--- config.mk ---
export PLATFORM = sky130hd
export DESIGN_NAME = ram_arbiter
export DESIGN_NICKNAME = d
export VERILOG_FILES = /design/src/rtl/ram_pkg.sv /design/src/rtl/load_ext.sv /design/src/rtl/ram_arbiter.sv
export SDC_FILE = /design/constraint.sdc
export NUM_CORES = 1
export LEC_CHECK = 0
export ABC_CLOCK_PERIOD_IN_PS = 7300
export BUFFER_PORTS_ARGS = -buffer_cell sky130_fd_sc_hd__buf_2
export CAP_MARGIN = 40
export CORE_MARGIN = 10
export CORE_UTILIZATION = 45
export DETAILED_ROUTE_END_ITERATION = 10
export MAX_ROUTING_LAYER = met4
export PLACE_DENSITY = 0.79
export RECOVER_POWER = 100
export REMOVE_ABC_BUFFERS = 1
export SLEW_MARGIN = 20
export SYNTH_ARGS = -nofsm -noshare
export SYNTH_HDL_FRONTEND = slang
export SYNTH_SLANG_ARGS = --single-unit
--- constraint.sdc ---
create_clock -name clk -period 7.3 [get_ports clk]
set_clock_uncertainty 0.05 [all_clocks]
set_input_delay 1.46 -clock clk [delete_from_list [all_inputs] [get_ports clk]]
set_output_delay 1.46 -clock clk [all_outputs]
set_load 0.01 [all_outputs]
--- src/rtl/ram_pkg.sv ---
// Shared encodings for the RAM arbiter: access sizes, FSM states and requester ids.
package ram_pkg;

    localparam logic [2:0] SZ_B = 3'd1;
    localparam logic [2:0] SZ_H = 3'd2;
    localparam logic [2:0] SZ_W = 3'd4;

    // Wide enough for LS_BURST_MAX up to 15.
    localparam int CNT_W = 4;

    typedef enum logic [1:0] {
        IDLE  = 2'd0,
        ISSUE = 2'd1,
        RESP  = 2'd2
    } state_e;

    typedef enum logic {
        ID_IF = 1'b0,
        ID_LS = 1'b1
    } req_id_e;

    function automatic logic size_valid(input logic [2:0] size);
        return size inside {SZ_B, SZ_H, SZ_W};
    endfunction

endpackage

--- src/rtl/load_ext.sv ---
// Combinational sign/zero extension of a RAM read word to the requested load size.
module load_ext
    import ram_pkg::*;
#(
    parameter int DATA_W = 32
) (
    input  logic [DATA_W-1:0] word_i,
    input  logic [2:0]        size_i,
    input  logic              sext_i,
    output logic [DATA_W-1:0] data_o
);

    always_comb begin
        // NOTE: default assignment first so every path drives data_o and no latch is inferred.
        data_o = '0;
        case (size_i)
            SZ_B:    data_o = {{(DATA_W-8){sext_i & word_i[7]}}, word_i[7:0]};
            SZ_H:    data_o = {{(DATA_W-16){sext_i & word_i[15]}}, word_i[15:0]};
            SZ_W:    data_o = word_i;
            default: data_o = '0;
        endcase
    end

endmodule

--- src/rtl/ram_arbiter.sv ---
// Arbitrates the single data RAM between instruction fetch and load/store, with a
// bounded LS burst so a waiting fetch is never starved.
module ram_arbiter
    import ram_pkg::*;
#(
    parameter int ADDR_W       = 32,
    parameter int DATA_W       = 32,
    parameter int LS_BURST_MAX = 4
) (
    input  logic              clk,
    input  logic              rst,
    input  logic              if_req_i,
    input  logic [ADDR_W-1:0] if_addr_i,
    output logic              if_gnt_o,
    output logic              if_rvalid_o,
    output logic [DATA_W-1:0] if_rdata_o,
    input  logic              ls_req_i,
    input  logic              ls_we_i,
    input  logic [2:0]        ls_size_i,
    input  logic              ls_sext_i,
    input  logic [ADDR_W-1:0] ls_addr_i,
    input  logic [DATA_W-1:0] ls_wdata_i,
    output logic              ls_gnt_o,
    output logic              ls_ack_o,
    output logic              ls_rvalid_o,
    output logic [DATA_W-1:0] ls_rdata_o,
    output logic              hold_o,
    output logic [ADDR_W-1:0] ram_addr_o,
    output logic              ram_rd_en_o,
    output logic              ram_wd_en_o,
    output logic [2:0]        ram_size_o,
    output logic [DATA_W-1:0] ram_wdata_o,
    input  logic [DATA_W-1:0] ram_rdata_i
);

    state_e            state_q, state_d;
    req_id_e           id_q, id_d;
    logic [ADDR_W-1:0] addr_q, addr_d;
    logic [2:0]        size_q, size_d;
    logic              we_q, we_d;
    logic              sext_q, sext_d;
    logic [DATA_W-1:0] wdata_q, wdata_d;
    logic [CNT_W-1:0]  fair_q, fair_d;

    logic              at_max, pick_ls, ls_win, if_win;
    logic [DATA_W-1:0] ext_data;

    load_ext #(.DATA_W(DATA_W)) u_load_ext (
        .word_i (ram_rdata_i),
        .size_i (size_q),
        .sext_i (sext_q),
        .data_o (ext_data)
    );

    // LS wins by default; IF takes over once LS has had LS_BURST_MAX grants in a row.
    assign at_max  = (fair_q == CNT_W'(LS_BURST_MAX));
    assign pick_ls = ls_req_i && !(if_req_i && at_max);
    assign ls_win  = (state_q == IDLE) && pick_ls;
    assign if_win  = (state_q == IDLE) && if_req_i && !pick_ls;

    always_ff @(posedge clk or posedge rst) begin
        if (rst) begin
            // NOTE: every latched field is reset so nothing from an aborted access survives.
            state_q <= IDLE;
            id_q    <= ID_IF;
            addr_q  <= '0;
            size_q  <= '0;
            we_q    <= 1'b0;
            sext_q  <= 1'b0;
            wdata_q <= '0;
            fair_q  <= '0;
        end else begin
            // NOTE: non-blocking so all registers update together from pre-edge values.
            state_q <= state_d;
            id_q    <= id_d;
            addr_q  <= addr_d;
            size_q  <= size_d;
            we_q    <= we_d;
            sext_q  <= sext_d;
            wdata_q <= wdata_d;
            fair_q  <= fair_d;
        end
    end

    always_comb begin
        state_d = state_q;
        id_d    = id_q;
        addr_d  = addr_q;
        size_d  = size_q;
        we_d    = we_q;
        sext_d  = sext_q;
        wdata_d = wdata_q;
        fair_d  = fair_q;
        case (state_q)
            IDLE: begin
                if (ls_win) begin
                    id_d    = ID_LS;
                    addr_d  = ls_addr_i;
                    size_d  = ls_size_i;
                    we_d    = ls_we_i;
                    sext_d  = ls_sext_i;
                    wdata_d = ls_wdata_i;
                    fair_d  = !if_req_i ? '0 : (at_max ? fair_q : fair_q + CNT_W'(1));
                    state_d = ISSUE;
                end else if (if_win) begin
                    id_d    = ID_IF;
                    addr_d  = if_addr_i;
                    size_d  = SZ_W;
                    we_d    = 1'b0;
                    sext_d  = 1'b0;
                    wdata_d = '0;
                    fair_d  = '0;
                    state_d = ISSUE;
                end
            end
            ISSUE:   state_d = we_q ? IDLE : RESP;
            RESP:    state_d = IDLE;
            default: state_d = IDLE;
        endcase
    end

    always_comb begin
        if_gnt_o    = 1'b0;
        ls_gnt_o    = 1'b0;
        if_rvalid_o = 1'b0;
        if_rdata_o  = '0;
        ls_ack_o    = 1'b0;
        ls_rvalid_o = 1'b0;
        ls_rdata_o  = '0;
        hold_o      = 1'b0;
        ram_addr_o  = '0;
        ram_rd_en_o = 1'b0;
        ram_wd_en_o = 1'b0;
        ram_size_o  = '0;
        ram_wdata_o = '0;
        // Outputs derived from live inputs must also read 0 during reset.
        if (!rst) begin
            if_gnt_o = if_win;
            ls_gnt_o = ls_win;
            hold_o   = ls_req_i || ((id_q == ID_LS) && (state_q != IDLE));
            case (state_q)
                ISSUE: begin
                    ram_addr_o  = addr_q;
                    ram_size_o  = size_q;
                    ram_wdata_o = wdata_q;
                    if (we_q) begin
                        ram_wd_en_o = size_valid(size_q);
                        ls_ack_o    = (id_q == ID_LS);
                    end else begin
                        ram_rd_en_o = size_valid(size_q);
                    end
                end
                RESP: begin
                    if (id_q == ID_LS) begin
                        ls_rvalid_o = 1'b1;
                        ls_rdata_o  = ext_data;
                    end else begin
                        if_rvalid_o = 1'b1;
                        if_rdata_o  = ram_rdata_i;
                    end
                end
                default: ;
            endcase
        end
    end

endmodule

Yosys cells after proc, flatten, opt, wreduce, memory -nomap -nowiden --
Index checks and enable logic that the tools add are counted.
Storage, ports and cells: output and inout port bits 139, flip-flop bits (word level) 76, word-level logic and storage cells 83, input port bits 137
Cells by class: eq/ne operators 8, reductions and logical operators 15, add/subtract/negate cells 1, mux-type cells 49, bitwise operators 2
Operators by type and width (count):
- two-way mux 32 bit | 14
- case mux 32 bit (3 select lines) | 1
- two-way mux 1 bit | 22
- two-way mux 4 bit | 4
- two-way mux 3 bit | 4
- logical AND 1 bit | 6
- two-way mux 2 bit | 3
- != test 3 bit, second input constant | 2
- adder 4 x 1 -> 4 bit, second input constant | 1
- == test 4 x 3 -> 1 bit, second input constant | 1
- case mux 2 bit (2 select lines) | 1
- nonzero test 2 bit | 2
- == test 3 x 1 -> 1 bit, second input constant | 1
- == test 3 x 2 -> 1 bit, second input constant | 1
- == test 3 bit, second input constant | 1
- AND reduction 3 bit | 1
- nonzero test 3 bit | 1
- bitwise AND 1 bit | 2
- == test 2 x 1 -> 1 bit, second input constant | 1
- == test 2 bit, second input constant | 1
- zero test 1 bit | 2
- zero test 2 bit | 1
- AND reduction 2 bit | 1
- logical OR 1 bit | 1

Depth between registers and ports, before layout --
Gate-level depths: netlist (run 1).
depth in word-level cells 9, mapped depth 6, mapped depth without buffers 5

Hierarchy --
From an unflattened synthesis (run 1), not the netlist that was laid out.
Unflattened totals: cells, all modules 503, area total of the unflattened synthesis 4728.3 um^2
Modules (own cells, without submodules):
- ram_arbiter | area each 4393.0 um^2, sequential area each 1901.8 um^2, cells each 459, times used 1
- load_ext | area each 335.3 um^2, sequential area each 0.0 um^2, cells each 44, times used 1

Worst setup path after synthesis (run 1) --
OpenSTA, ideal clock, no wires.
kind input to output, from input rst, to output if_gnt_o, data required time 5.790 ns, stages on the path 3, buffers on the path 1, arrival 3.666 ns, path slack 2.124 ns, cells stage by stage clkbuf_1 inv_1 and3_1
Between the ends: word-level cells in the longest chain between the ends 1
RTL lines:
- from (decl) | RTL line ram_arbiter.sv:11 | input logic rst,
- two-way mux 1 bit | RTL line ram_arbiter.sv:137 | if (!rst) begin
- to (decl) | RTL line ram_arbiter.sv:14 | output logic if_gnt_o,
No other way between the ends.

Worst setup path in the final report (run 1) --
from input if_req_i, to output if_gnt_o
Between the ends: word-level cells in the longest chain between the ends 6, elaborated cells on any way between the ends 7, classes of those cells 1 x mux; 6 x reduce/logical
RTL lines:
- from (decl) | RTL line ram_arbiter.sv:12 | input logic if_req_i,
- logical AND 1 bit | RTL line ram_arbiter.sv:57 | assign pick_ls = ls_req_i && !(if_req_i && at_max);
- zero test 1 bit | RTL line ram_arbiter.sv:57
- logical AND 1 bit | RTL line ram_arbiter.sv:57
- zero test 1 bit | RTL line ram_arbiter.sv:59 | assign if_win = (state_q == IDLE) && if_req_i && !pick_ls;
- logical AND 1 bit * | RTL line ram_arbiter.sv:59
- two-way mux 1 bit * | RTL line ram_arbiter.sv:137
Every way passes the cells marked *; elsewhere a longest branch is shown, timed or not.

==> results of run 1 <==
final cells by class:
cell class	instances	area, sq um
Fill cell	913	3860
Multi-Input combinational cell	378	2389
Sequential cell	76	1902
Timing Repair Buffer	286	1345
Tap cell	133	166.4
Clock buffer	13	158.9
Inverter	8	31.28
Clock inverter	2	10.01
Antenna cell	1	2.502
sequential cells by signal (all words and copies together), names as in the netlist:
signal   count
wdata_q     32
state_q      2
id_q         1
fair_q       4
we_q         1
sext_q       1
size_q       3
addr_q      32
cell usage after synthesis (2+ instances only):
cell / number / share of area
and3_1: 2 / 0.0027
nor3b_1: 9 / 0.015
a22o_1: 36 / 0.069
nor3_1: 2 / 0.0022
nand2_1: 3 / 0.0025
nor2_1: 69 / 0.056
nor4_1: 2 / 0.0027
nand3b_1: 16 / 0.026
inv_1: 7 / 0.0057
nand3_1: 10 / 0.011
dfrtp_1: 76 / 0.41
a221oi_1: 24 / 0.046
and2_1: 98 / 0.13
a21oi_1: 58 / 0.063
clkbuf_1: 27 / 0.022
ha_1: 2 / 0.0054
buf_2: 22 / 0.024
a32o_1: 3 / 0.0065
a21o_1: 18 / 0.029
a221oi_2: 8 / 0.026
nand2b_1: 3 / 0.0041
per-layer routing:
layer | GRT usage | vias up | share of wire
met4 | 0.09050 | 0 | 0.025
met5 | - | - | 0
met2 | 0.3735 | 253 | 0.51
met1 | 0.2438 | 2352 | 0.40
li1 | - | 2304 | -
met3 | 0.04141 | 27 | 0.068
power by group through the flow:
| stage | Sequential [mW] | Clock (mW) | Combinational (mW) |
|---|---|---|---|
| after floorplan | 0.732 | 0 | 0.725 |
| after global placement | 0.773 | 0 | 1.02 |
| after detailed placement | 0.781 | 0 | 1.07 |
| after CTS | 0.780 | 0.294 | 1.07 |
| after global routing | 0.811 | 0.314 | 1.12 |
| final | 0.778 | 0.291 | 1.01 |
final timing paths:
| check | startpoint | end | slack, ns | cells past startpoint |
|---|---|---|---|---|
| worst max-delay path | if_req_i | if_gnt_o | 1.89 | 6 |
| worst min-delay path | wdata_q[0]$_DFFE_PP0P_ | wdata_q[0]$_DFFE_PP0P_ | 0.44 | 1 |
| worst max register to register | state_q[1]$_DFFE_PP0P_ | wdata_q[22]$_DFFE_PP0P_ | 4.28 | 5 |
| worst min register to register | wdata_q[0]$_DFFE_PP0P_ | wdata_q[0]$_DFFE_PP0P_ | 0.44 | 1 |
| max in group asynchronous | rst | wdata_q[7]$_DFFE_PP0P_ | 4.20 | 3 |
| min in group asynchronous | rst | addr_q[7]$_DFFE_PP0P_ | 1.93 | 3 |
kinds of logic after synthesis:
group                      synth area share
and+or+nand+nor                      0.2735
AOI/OAI and AO/OA                    0.2465
DFF                                  0.4141
buffers and inverters               0.05612
adders and majority gates          0.005447
xor gates and xnor gates           0.001907
muxes                              0.002451
metrics by stage:
stage	area [sq um]	utilization
floorplan	4365	-
global placement	5987	0.6069
detailed placement	6053	0.6136
CTS	6222	0.6308
global route	6005	0.6087
finish	6005	0.6087
critical path: stages:
cell and delay (ns):
clkbuf_1 0.29, and4b_1 0.40, a21o_1 0.12, clkbuf_1 1.12
and3_1 0.32, clkbuf_1 0.18
==> summary.txt, run 1 <==
Timing
  – Final TNS setup: 0 ns
  – Period utilization: 0.7408
  – Worst-Margin Slew: 1.984 ns
  – Final min period: 5.408 ns
  – Fmax: 0.1849 GHz
  – Worst rel slew slack: -0.3224
  – # setup viols final: 0
  – Hold slack: 0.4440 ns
  – Fin worst setup slack: 1.892 ns
  – Final Hold Fails: 0
  – Slew Viols, Final: 198
  – Unrepaired setup endpoints after global routing: false

Critical path
  – Crit Path Class: primary input to output port
  – Critical Path RT: 5.79 ns
  – Startpoint types: primary input
  – Crit path max fanout: 33
  – WP data arrival: 3.90 ns
  – Worst setup EP type: output port

Layout
  – Most common cell after layout, fill and taps aside: buf_2
  – Area delta synth->final: 30.73%
  – Finished Layout Cells: 897
  – Nets@finish: 898
  – Share of cells above drive strength 1: 0.2726
  – Most frequent cells in the layout: buf_2 (182), clkbuf_1 (101), dfrtp_1 (76)

Synth
  – Register area share after synthesis: 0.4141
  – Most used DFF post-synth: dfrtp_1
  – Asr flop ratio synth: 1.000
  – Post-Syn Instances: 514
  – Warnings, synthesis: 0
  – Avg Cell Area, Syn: 8.936 sq um
  – Distinct cells, synth: 40
  – Mapped Area: 4593 sq um
  – EDFF count, synth: 0
  – Synth Register Bits: 76

Hold path
  – Worst hold-check path type: register to register

Drt
  – Drt drc: 0
  – 1st-pass router iterations: 5
  – Vias per std cell: 5.503
  – Post-detailed-routing wire length: 16780 um
  – WL/cell: 18.71 um
  – Routed via count: 4936
  – Detail Route Antenna Nets: 0
  – Detailed router's first-iteration violation count: 387

Placement
  – Hpwl dp: 12640 um
  – Final Wtd Congestion: 0.9230
  – Port Buffers: 275
  – Place WS: 2.922 ns
  – Placed Instances: 881

Clock network
  – Clk buf depth: 2
  – CTS tree: yes
  – Hold buffer count at cts: 0
  – Setup Buffers After CTS: 0
  – Clock root buffer: clkbuf_8
  – CTS buffer count: 9
  – CTS Sinks: 76
  – Worst-path clk slew: 0.07 ns
  – H-Tree Depth: 3
  – Number of gates resized after cts: 0
  – Skew-Pair Late Insertion Delay: 0.35 ns

Power and ir drop
  – Leakage power: 2.857 nW
  – Pwr Total: 2.081 mW
  – Clock power share: 0.140
  – Cell Pwr Density: 346.6 nW/um^2
  – Logic pwr share: 0.486
  – Max VDD drop: 171.4 uV
  – Cell Int Power: 1.187 mW
  – Switch share: 0.4299
  – Switching power: 894.8 uW
  – Reg power frac: 0.374

Die
  – Core area: 9864 sq um
  – Std cell rows: 36
  – Starting density of the core: 0.4656
  – DIE HEIGHT: 121.0 um
  – Die Area: 14650 sq um
  – Die Wd: 121.0 um
  – I/O pin count: 276

Global route
  – Vias in the first global route: 4967
  – Initial antenna violation count: 1
  – GRT Util Overall: 0.2180
  – Largest net degree at the start of global routing: 69
  – Total grt overflow: 0
  – First-pass GRT wire length: 25490 um

Status
  – Outcome: finished, violations left
  – Failing checks: capacitance limit, slew limit

Flow run
  – Max-cap violations: 6
Note: power is estimated with default switching activity, not from simulation.
==> run 2: changes to the inputs <==
Settings changed: ABC_CLOCK_PERIOD_IN_PS 7300 to 4350, CORE_UTILIZATION 45 to 40, PLACE_DENSITY 0.79 to 0.74.
Clock period 7.3 ns to 4.35 ns, I/O delays scaled along.
==> summary.txt, run 2 (synthesis results as in run 1) <==
Clock network
  – CTS tree: yes
  – Clock root buffer: clkbuf_16
  – Clk buf depth: 2 (unchanged)
  – Number of gates resized after cts: 0 (unchanged)
  – H-Tree Depth: 3 (unchanged)
  – Setup Buffers After CTS: 0 (unchanged)
  – CTS Sinks: 76 (unchanged)
  – Worst-path clk slew: 0.06 ns (about the same)
  – Skew-Pair Late Insertion Delay: 0.33 ns (-0.02 ns)
  – Hold buffer count at cts: 0 (unchanged)
  – CTS buffer count: 9 (unchanged)

Die
  – Die Area: 16170 sq um (+10%)
  – Core area: 11320 sq um (+15%)
  – Die Wd: 127.2 um (+5.1%)
  – Std cell rows: 39 (+8.3%)
  – Starting density of the core: 0.4057 (-0.05990)
  – I/O pin count: 276 (unchanged)
  – DIE HEIGHT: 127.2 um (+5.1%)

Layout
  – Share of cells above drive strength 1: 0.2723 (-0.0003568)
  – Finished Layout Cells: 910 (+1.4%)
  – Filler instances: 1107 (+21%)
  – Most common cell after layout, fill and taps aside: buf_2
  – FF+latch area: 1902 sq um (unchanged)
  – Nets@finish: 899 (+0.11%)
  – Most frequent cells in the layout: buf_2 (178), clkbuf_1 (102), dfrtp_1 (76)
  – Area delta synth->final: 34.38%
  – Top flop regs: addr_q x32, wdata_q x32, fair_q x4
  – Multi-input gate area: 2389 sq um (unchanged)

Timing
  – # setup viols final: 0 (unchanged)
  – Fmax: 0.2699 GHz
  – Slew Viols, Final: 139 (-30%)
  – Final TNS setup: 0 ns (unchanged)
  – Worst-Margin Slew: 2.049 ns (+0.06515 ns)
  – Final min period: 3.705 ns
  – Final Hold Fails: 0 (unchanged)
  – Unrepaired setup endpoints after global routing: false
  – Worst rel slew slack: -0.3659 (-0.04343)
  – Fin worst setup slack: 0.6452 ns (-1.247 ns)
  – Period utilization: 0.8517

Status
  – Failing checks: capacitance limit, slew limit
  – Outcome: finished, violations left

Power and ir drop
  – Pwr Total: 3.830 mW (+84%)
  – Leakage power: 2.920 nW (+2.2%)
  – Max VDD drop: 402.2 uV (+130%)
  – Cell Pwr Density: 620.6 nW/um^2 (+79%)

Global route
  – Initial antenna violation count: 3 (+2)
  – First-pass GRT wire length: 26500 um (+4.0%)
  – Largest net degree at the start of global routing: 69 (unchanged)
  – Total grt overflow: 0 (unchanged)
  – GRT Util Overall: 0.2031 (-0.01489)
  – Vias in the first global route: 5117 (+3.0%)

Placement
  – Final Wtd Congestion: 0.8786 (-4.8%)
  – Port Buffers: 275 (unchanged)
  – Place WS: 1.190 ns (-1.732 ns)
  – Hpwl dp: 12830 um (+1.5%)
  – Placed Instances: 892 (+1.2%)

Critical path
  – Critical R2R Launch: state_q[1]$_DFFE_PP0P_
  – WP data arrival: 2.78 ns (-1.12 ns)
  – Worst Setup SP: rst
  – Slowest cell on the critical path: clkbuf_1
  – Worst path cell trace: clkbuf_1, nor2_1, nand3_1, clkbuf_1, a21oi_1, clkbuf_1
  – Crit Path Class: primary input to output port
  – Critical Path RT: 3.43 ns (-2.36 ns)
  – Critical path's largest stage delay: 0.97 ns (-0.15 ns)
  – Worst setup EP type: output port
  – Reg-to-reg setup timing slack: 1.21 ns (-3.07 ns)
  – Crit path max fanout: 33 (unchanged)
  – Startpoint types: primary input
  – Crit path top cell by count: clkbuf_1

Drt
  – Detailed router's first-iteration violation count: 368 (-4.9%)
  – 1st-pass router iterations: 5 (unchanged)
  – Drt drc: 0 (unchanged)
  – Routed via count: 4972 (+0.73%)
  – Post-detailed-routing wire length: 17110 um (+2.0%)
  – Vias per std cell: 5.464 (-0.71%)
  – Detail Route Antenna Nets: 0 (unchanged)
  – WL/cell: 18.80 um (+0.50%)

Flow run
  – Max-cap violations: 4 (-2)

Hold path
  – Hold path start: wdata_q[10]$_DFFE_PP0P_
  – Worst hold-check path type: register to register
==> run 2: power by group <==
part / total [mW] / internal, mW / leakage [nW] / switching (mW)
registers: 1.30 / 1.05 / 0.912 / 0.250
clock network: 0.809 / 0.529 / 0.158 / 0.279
logic: 1.72 / 0.705 / 1.85 / 1.02
==> run 2: through the flow <==
step	util	hold WS, ns	cell area [sq um]
2_1_floorplan	-	0.4052	4365
4_1_cts	0.5638	0.4460	6382
3_5_place_dp	0.5350	0.4233	6057
6_report	0.5452	0.4401	6172
5_1_grt	0.5452	0.4580	6172
3_3_place_gp	0.5326	0.4238	6030
==> run 2: routing by layer <==
| metal | vias up | GRT usage | part of all wire |
|---|---|---|---|
| met5 | - | - | 0 |
| met4 | 0 | 0.07301 | 0.020 |
| met3 | 27 | 0.05335 | 0.072 |
| met2 | 231 | 0.3451 | 0.51 |
| met1 | 2404 | 0.2256 | 0.40 |
| li1 | 2310 | - | - |
==> run 2: layout make-up <==
class,instances,area share
Sequential cell,76,0.3081
Antenna cell,3,0.001216
Tap cell,143,0.02899
Inverter,8,0.005068
Clock buffer,11,0.04095
Clock inverter,4,0.01176
Timing Repair Buffer,287,0.2169
Multi-Input combinational cell,378,0.3870
==> run 2: path summary, 6_finish.rpt <==
path / end / cells after the start
setup / recovery: ls_rdata_o[11] / 6
hold / removal: wdata_q[10]$_DFFE_PP0P_ / 1
setup reg to reg: wdata_q[9]$_DFFE_PP0P_ / 5
hold reg to reg: wdata_q[10]$_DFFE_PP0P_ / 1
max in group asynchronous: wdata_q[12]$_DFFE_PP0P_ / 3
min in group asynchronous: addr_q[17]$_DFFE_PP0P_ / 3
==> run 2: critical path: cells and delay by family <==
family / cells / cell delay (ns)
buffers and inverters: 3 / 1.56
AND/OR/NAND/NOR: 2 / 0.16
AO/OA/AOI/OAI: 1 / 0.17
==> run 3: changes to the inputs <==
Settings changed: CORE_MARGIN 10 to default.
==> summary.txt, run 3 (synthesis results as in run 1) <==
Die
  – Std cell rows: 38 (-2.6%)
  – Starting density of the core: 0.4164 (+0.01068)
  – Die Wd: 109.2 um (-14%)
  – Core area: 11030 sq um (-2.6%)
  – Die Area: 11920 sq um (-26%)
  – I/O pin count: 276 (unchanged)
  – DIE HEIGHT: 109.2 um (-14%)

Critical path
  – Worst Setup SP: if_req_i
  – Crit Path Class: primary input to register
  – WP data arrival: 3.93 ns (+1.15 ns)
  – Worst path cell trace: clkbuf_1, or2_0, nand2_1, buf_8, buf_4, a22o_1
  – Crit path max fanout: 34 (+3.0%)
  – Slowest cell on the critical path: or2_0
  – Worst setup EP type: register
  – Critical R2R Launch: state_q[1]$_DFFE_PP0P_
  – Startpoint types: primary input
  – Critical path's largest stage delay: 1.53 ns (+0.56 ns)
  – CP Buf/Inv Count: 3 (unchanged)
  – Top Family by Delay on Critical Path: simple AND/OR/NAND/NOR gates
  – Critical Path RT: 4.52 ns (+1.09 ns)

Timing
  – Period utilization: 0.8650 (+0.01336)
  – Worst-Margin Slew: 2.032 ns (-0.01663 ns)
  – Final Hold Fails: 0 (unchanged)
  – Unrepaired setup endpoints after global routing: false
  – Final TNS setup: 0 ns (unchanged)
  – Fin worst setup slack: 0.5871 ns (-0.05812 ns)
  – Fmax: 0.2658 GHz (-1.5%)
  – Worst rel slew slack: -0.3548 (+0.01109)
  – Slew Viols, Final: 107 (-23%)
  – Final min period: 3.763 ns (+0.05812 ns)
  – # setup viols final: 0 (unchanged)

Layout
  – Share of cells above drive strength 1: 0.2876 (+0.01533)
  – Area delta synth->final: 35.28%
  – Most common cell after layout, fill and taps aside: buf_2
  – Top flop regs: addr_q x32, wdata_q x32, fair_q x4
  – Nets@finish: 899 (unchanged)
  – Most frequent cells in the layout: buf_2 (185), clkbuf_1 (95), dfrtp_1 (76)
  – Finished Layout Cells: 908 (-0.22%)
  – Filler instances: 1104 (-0.27%)

Clock network
  – Clock root buffer: clkbuf_16
  – CTS tree: yes
  – CTS buffer count: 9 (unchanged)
  – Worst-path clk slew: 0.06 ns (about the same)
  – Clk buf depth: 2 (unchanged)
  – Skew-Pair Late Insertion Delay: 0.33 ns (about the same)
  – H-Tree Depth: 3 (unchanged)
  – Hold buffer count at cts: 0 (unchanged)
  – Number of gates resized after cts: 0 (unchanged)
  – Setup Buffers After CTS: 0 (unchanged)
  – CTS Sinks: 76 (unchanged)

Global route
  – Vias in the first global route: 4444 (-13%)
  – Met3 Use GR: 0.03527 (-0.01808)
  – M1 GR Usage: 0.2962 (+0.07062)
  – Met2 Use GR: 0.4281 (+0.08304)
  – Most used routing layer: met2
  – Largest net degree at the start of global routing: 69 (unchanged)
  – Total grt overflow: 0 (unchanged)
  – GRT Util Overall: 0.2515 (+0.04838)
  – First-pass GRT wire length: 22410 um (-15%)
  – Initial antenna violation count: 3 (unchanged)

Drt
  – WL/cell: 16.66 um (-11%)
  – Detailed router's first-iteration violation count: 540 (+47%)
  – Detail Route Antenna Nets: 0 (unchanged)
  – Vias per std cell: 5.419 (-0.83%)
  – Routed via count: 4920 (-1.0%)
  – 1st-pass router iterations: 4 (-1)
  – Post-detailed-routing wire length: 15130 um (-12%)
  – Drt drc: 0 (unchanged)

Power and ir drop
  – Max VDD drop: 252.8 uV (-37%)
  – Leakage power: 2.956 nW (+1.2%)
  – Cell Pwr Density: 627.2 nW/um^2 (+1.1%)

Status
  – Outcome: finished, violations left
  – Failing checks: capacitance limit, slew limit

Flow run
  – Max-cap violations: 3 (-1)

Placement
  – Port Buffers: 275 (unchanged)
  – Placed Instances: 889 (-0.34%)
  – Place WS: 1.051 ns (-0.1387 ns)
  – Final Wtd Congestion: 0.8730 (-0.64%)
  – Hpwl dp: 10790 um (-16%)

Hold path
  – Worst hold-check path type: register to register
  – Hold path start: wdata_q[12]$_DFFE_PP0P_
==> run 3: cell types whose count changed in the layout (fill, tap and decap cells not counted), sizes merged <==
cell    change
buf         +7
clkinv      +1
inv         +1
bufinv      +1
clkbuf      -9
==> run 3: final cells by class <==
type	instances	area, sq um	area share
Timing Repair Buffer	287	1335	0.2149
Clock buffer	9	225.2	0.03625
Sequential cell	76	1902	0.3061
Tap cell	140	175.2	0.02819
Multi-Input combinational cell	378	2414	0.3884
Inverter	8	31.28	0.005034
Antenna cell	3	7.507	0.001208
Clock inverter	7	123.9	0.01994
==> run 3: metrics by stage <==
step	hold slack, ns	cell area [sq um]	power (mW)	utilization
after floorplan	0.4052	4365	2.445	-
after global placement	0.4266	6018	3.017	0.5456
after detailed placement	0.4244	6061	3.094	0.5495
after CTS	0.4456	6410	3.987	0.5811
after global routing	0.4595	6213	4.181	0.5633
final	0.4408	6213	3.897	0.5633
==> run 3: path summary, 6_finish.rpt <==
check                                           to  slack (ns)  depth (start not counted)
max reg2reg                wdata_q[21]$_DFFE_PP0P_        0.78                          5
min in group asynchronous         id_q$_DFFE_PP0P_        1.32                          3
min reg2reg                wdata_q[12]$_DFFE_PP0P_        0.44                          1
max                        wdata_q[31]$_DFFE_PP0P_        0.59                          6
min                        wdata_q[12]$_DFFE_PP0P_        0.44                          1
max in group asynchronous   wdata_q[7]$_DFFE_PP0P_        1.04                          4
==> run 3: metal layers <==
| layer | wire length, um | up-vias |
|---|---|---|
| met5 | 0 | - |
| met4 | 357 | 0 |
| met3 | 872 | 23 |
| met2 | 7816 | 220 |
| met1 | 6084 | 2364 |
| li1 | - | 2313 |
==> run 3: power by group <==
part / leakage, nW / internal [mW] / total, mW / switching (mW)
Clock: 0.166 / 0.564 / 0.867 / 0.303
Sequential: 0.912 / 1.05 / 1.32 / 0.269
Combinational: 1.88 / 0.721 / 1.71 / 0.992
